**src/rtl/player_bullet_controller.sv**
```systemverilog
// Player bullet pool: eight registered slots, fire edge detection with a
// cooldown, upward movement on a divided tick, and per-slot hit clearing.

// One bullet slot: spawn, move on tick, retire on hit or at the screen top.
module bullet_slot #(
   parameter int SPEED = 4
) (
   input  logic       clk25,
   input  logic       rst,
   input  logic       clear,
   input  logic       tick,
   input  logic       hit,
   input  logic       spawn,
   input  logic [9:0] spawn_x,
   input  logic [9:0] spawn_y,
   output logic [9:0] x,
   output logic [9:0] y,
   output logic       active
);
   localparam logic [9:0] SPD = 10'(SPEED);

   // Slot state; a hit beats movement, and x/y hold their last value once retired.
   always_ff @(posedge clk25) begin
      if (rst) begin
         x      <= '0;
         y      <= '0;
         active <= 1'b0;
      end else if (clear) begin
         active <= 1'b0;
      end else if (spawn) begin
         x      <= spawn_x;
         y      <= spawn_y;
         active <= 1'b1;
      end else if (active) begin
         if (hit)
            active <= 1'b0;
         else if (tick) begin
            if (y >= SPD) y <= y - SPD;
            else          active <= 1'b0;
         end
      end
   end
endmodule

module player_bullet_controller #(
   parameter int MOVE_DIV = 250_000,
   parameter int SPEED    = 4,
   parameter int COOLDOWN = 20
) (
   input  logic        clk25,
   input  logic        rst,
   input  logic        enable,
   input  logic        fire,
   input  logic [9:0]  player_x,
   input  logic [9:0]  player_y,
   input  logic [7:0]  bullet_hit,
   output logic [79:0] bullet_x_flat,
   output logic [79:0] bullet_y_flat,
   output logic [7:0]  bullet_active_flat,
   output logic        shot_fired,
   output logic [3:0]  active_count
);
   localparam int NUM_SLOTS = 8;
   localparam int DIV_W = (MOVE_DIV > 2) ? $clog2(MOVE_DIV) : 1;
   localparam int CD_W  = (COOLDOWN > 0) ? $clog2(COOLDOWN + 1) : 1;

   logic [DIV_W-1:0]     div;
   logic                 tick;
   logic                 fire_q;
   logic                 fire_held_rst;
   logic                 req;
   logic                 accept;
   logic [CD_W-1:0]      cd;
   logic [NUM_SLOTS-1:0] free;
   logic [NUM_SLOTS-1:0] grant;
   logic [9:0]           spawn_x;
   logic [9:0]           spawn_y;
   logic [3:0]           pop;

   assign tick = (div == DIV_W'(MOVE_DIV - 1));

   // Free-running movement divider; runs regardless of enable.
   always_ff @(posedge clk25) begin
      if (rst)       div <= '0;
      else if (tick) div <= '0;
      else           div <= div + DIV_W'(1);
   end

   // Fire edge register. It is cleared by reset, so fire_held_rst remembers
   // that fire was high at the last reset edge; a button held through reset
   // then does not count as a fresh press when reset releases.
   always_ff @(posedge clk25) begin
      if (rst) begin
         fire_q        <= 1'b0;
         fire_held_rst <= fire;
      end else begin
         fire_q        <= fire;
         fire_held_rst <= 1'b0;
      end
   end

   // Slot choice uses flags from the start of the cycle, so a slot retired
   // this cycle only becomes eligible next cycle.
   assign req     = fire & ~fire_q & ~fire_held_rst;
   assign free    = ~bullet_active_flat;
   assign grant   = free & (~free + 8'd1);
   assign accept  = enable & req & (cd == '0) & (|free);
   assign spawn_x = player_x + 10'd12;
   assign spawn_y = (player_y < 10'd8) ? 10'd0 : player_y - 10'd8;

   // Cooldown in ticks: loaded on an accepted shot, counts down on tick.
   always_ff @(posedge clk25) begin
      if (rst || !enable)     cd <= '0;
      else if (accept)        cd <= CD_W'(COOLDOWN);
      else if (tick && cd != '0) cd <= cd - CD_W'(1);
   end

   // Shot pulse, one cycle after acceptance.
   always_ff @(posedge clk25) begin
      if (rst) shot_fired <= 1'b0;
      else     shot_fired <= accept;
   end

   // Popcount of the current flags; the registered copy lags them by a cycle.
   always_comb begin
      pop = '0;
      for (int i = 0; i < NUM_SLOTS; i++) pop = pop + {3'b0, bullet_active_flat[i]};
   end

   // Registered active count.
   always_ff @(posedge clk25) begin
      if (rst) active_count <= '0;
      else     active_count <= pop;
   end

   genvar g;
   generate
      for (g = 0; g < NUM_SLOTS; g++) begin : g_slot
         bullet_slot #(.SPEED(SPEED)) u_slot (
            .clk25   (clk25),
            .rst     (rst),
            .clear   (~enable),
            .tick    (tick),
            .hit     (bullet_hit[g]),
            .spawn   (accept & grant[g]),
            .spawn_x (spawn_x),
            .spawn_y (spawn_y),
            .x       (bullet_x_flat[g*10 +: 10]),
            .y       (bullet_y_flat[g*10 +: 10]),
            .active  (bullet_active_flat[g])
         );
      end
   endgenerate
endmodule

```
**config.mk**
```make
export PLATFORM = sky130hd
export DESIGN_NAME = player_bullet_controller
export DESIGN_NICKNAME = d
export VERILOG_FILES = /design/src/rtl/player_bullet_controller.sv
export SDC_FILE = /design/constraint.sdc
export NUM_CORES = 1
export LEC_CHECK = 0
export ABC_AREA = 1
export BUFFER_PORTS_ARGS = -buffer_cell sky130_fd_sc_hd__buf_4
export CORE_MARGIN = 3
export CORE_UTILIZATION = 25
export CTS_CLUSTER_SIZE = 28
export DETAILED_ROUTE_END_ITERATION = 7
export GPL_TIMING_DRIVEN = 0
export REMOVE_ABC_BUFFERS = 1
export SYNTH_ARGS = -nofsm -noshare
export SYNTH_HDL_FRONTEND = slang
export SYNTH_HIERARCHICAL = 1
export SYNTH_SLANG_ARGS = --single-unit
```
**constraint.sdc**
```tcl
create_clock -name clk25 -period 7.15 [get_ports clk25]
set_clock_uncertainty 0.2 [all_clocks]
set_input_delay 0.3575 -clock clk25 [delete_from_list [all_inputs] [get_ports clk25]]
set_output_delay 0.3575 -clock clk25 [all_outputs]
set_load 0.01 [all_outputs]
```
==> metrics.cfg <==
[route]
first_iter_violations = 980
routed_wl_um = 40100
drc = 0
drtPass1Iterations = 7
routed-via-count = 11200
vias_per_cell = 4.60
wl_per_cell_um = 16.4
postRouteAntennaNets = 0

[critical_path]
crit_arrival_ns = 4.04
cp_top_family = simple AND/OR/NAND/NOR gates
critPathLaunchType = flop
crit_path_top_delay_cell = nor3_1
crit_buf_inv = 3
crit_path_end_kind = flop
cp_cell_sequence = inv_1 -> ha_1 -> nand2_1 -> nor2_1 -> nand2_2 -> nor2_1 -> nand2_1 -> nor3_1 -> inv_2 -> nor2_4 -> inv_2 -> nand3_1 -> nand2_1 -> nor2_1
worstSetupPathType = reg2reg
cp.required_ns = 7.35
path_max_fanout = 25
cpPeakStageDelay_ns = 1.00

[yosys]
synth_top_cell_area_share_pct = 35.4
synthCells = 1668
synth_seq_cells = 198
ys_seq_area_share_pct = 35.4
synth_edf_count = 0
yosysMostFrequentCell = nor2_1
yosysWarningCount = 6
synth_commonest_cells = nor2_1 (389), nand2_1 (316), dfxtp_1 (198)
synth_top_area_cell = dfxtp_1
ys_async_sr_fraction_pct = 0
synth_area_per_cell_um2 = 6.71
synthTopCellsByArea = dfxtp_1 (35%), nor2_1 (13%), nand2_1 (11%), o21ai_0 (6.3%), nand3_1 (5.7%)
syn_area_um2 = 11200
ys_dominant_reg_cell = dfxtp_1
synth.distinct_cells = 39

[die]
ios = 205
die_y_um = 218
core.rowCount = 76
fp.dieArea_um2 = 47400
design.core.area_um2 = 43600
initial_core_util_pct = 25.7
fp.dieW_um = 218

[timing]
relSlewSlack_pct = 7.78
fmax_mhz = 260
worst_slack_ns = 3.31
finalHoldWorstSlack_ns = 0.101
slew_violations = 0
rsz0062_at_grt = false
setup_violations = 0
period_share_pct = 53.7
fin_crit_ns = 3.84
final.setup.tns_ns = 0
hold_viol_final = 0
tightest_slew_ns = 1.38

[power]
power_density_nw_per_um2 = 164
total_power_uw = 2260
power.leakage_uw = 0.00669
ir_drop_v = 0.000127

[global_route]
grt_antenna_before_repair = 0
grt_max_degree = 26
grt_pass1_wl_um = 60500
grt_use_total_pct = 16.7
grt.overflow.total = 0
grt_pass1_vias = 10600

[place]
port_buffers = 204
dp_hpwl_um = 28700
placed_cells = 2404
place_ws_ns = 3.05
place_congestion = 0.882

[clock_network]
cts_resized = 0
clkSlewWorstSetupHoldPaths_ns = 0.08
clock_path_buffers = 2
clockRootBuffer = clkbuf_16
cts-htree-levels = 4
cts_tree = done
postCtsSetupBuffers = 0
cts_sinks = 198
cts_buffers = 17
clock_latency_ns = 0.47

[final_layout]
drive_above_1_share_pct = 22.0
nets = 1901
fin_cells = 2438
area_growth_pct = 23.3
fillCellCount = 4700
num_antenna_cells = 0
seqCellArea_um2 = 3960
multiInputGateArea_um2 = 6220

[hold_path]
hp-class = in2reg

[outcome]
outcome = finished clean

[job]
maxCapViolations = 0

-- logic make-up after synthesis --
kind of cell    share of synthesized area [%]
simple gates                             38.7
fa+ha+maj                                3.51
buf+inv                                  9.72
compound gates                           11.5
flops                                    35.4
xor+xnor                                 1.17
-- area by class of cell --
cell class | instances | share of cell area, %
inverters | 184 | 5.07
clock buffers | 19 | 3.21
well taps | 585 | 5.30
clock inverters | 13 | 0.797
flip-flops and latches | 198 | 28.7
multi-input cells | 1226 | 45.1
repair buffers | 213 | 11.8
-- state kept, by name, summed over array words and instances (netlist names) --
signal	flops
g_slot.u_slot/y	80
div	18
g_slot.u_slot/x	80
fire_held_rst	1
active_count	4
g_slot.u_slot/active	8
cd	5
shot_fired	1
fire_q	1
-- worst paths after layout --
check / end / slack, ns / start / depth (start not counted)
max: g_slot[3].u_slot/y[9] / 3.31 / cd[0] / 14
min: fire_q / 0.10 / rst / 2
max reg2reg: g_slot[3].u_slot/y[9] / 3.31 / cd[0] / 14
min reg2reg: cd[4] / 0.27 / cd[4] / 2
-- layout by cell type, fill, tap and decap left out, types with 25 or more instances in the layout --
| master | netlist | layout |
|---|---|---|
| nor2_1 | 389 | 384 |
| nand2_1 | 316 | 316 |
| buf_4 | 8 | 204 |
| dfxtp_1 | 198 | 198 |
| o21ai_0 | 142 | 140 |
| inv_1 | 133 | 132 |
| nand3_1 | 128 | 128 |
| a21oi_1 | 76 | 75 |
| inv_2 | 42 | 43 |
| ha_1 | 25 | 25 |
-- layer usage --
metal / part of all wire (%) / wire, µm / track usage, % / up-vias
li1: - / - / - / 5607
met2: 46 / 18500 / 27.1 / 340
met1: 44 / 17700 / 21.3 / 5213
met4: 3.4 / 1380 / 7.00 / 0
met3: 6.3 / 2520 / 3.69 / 64
met5: 0 / 0 / 0 / -
-- power by group --
group          switching (µW)  leakage [µW]  internal, µW  total, µW
registers                6.57       0.00160          1110       1120
logic                     133       0.00482          53.1        186
clock network             494      0.000278           466        960
-- through the flow --
stage | cell area (µm²) | util, %
2_1_floorplan | 10800 | -
3_3_place_gp | 13100 | 30.0
3_5_place_dp | 13200 | 30.3
4_1_cts | 13800 | 31.6
5_1_grt | 13800 | 31.6
6_report | 13800 | 31.6
-- worst reg2reg max path: stages, from the launching register on --
cell	delay, ns
dfxtp_1	0.31
inv_1	0.08
ha_1	0.17
nand2_1	0.07
nor2_1	0.15
nand2_2	0.13
nor2_1	0.13
nand2_1	0.32
nor3_1	1.00
inv_2	0.25
nor2_4	0.36
inv_2	0.27
nand3_1	0.16
nand2_1	0.05
nor2_1	0.12
-- timing repair --
action                     4_1_cts  5_1_grt
hold buffers                     1        0
setup endpoints to repair        0        0
hold endpoints to repair         2        0
No activity file was read; power rests on OpenSTA's default activity.
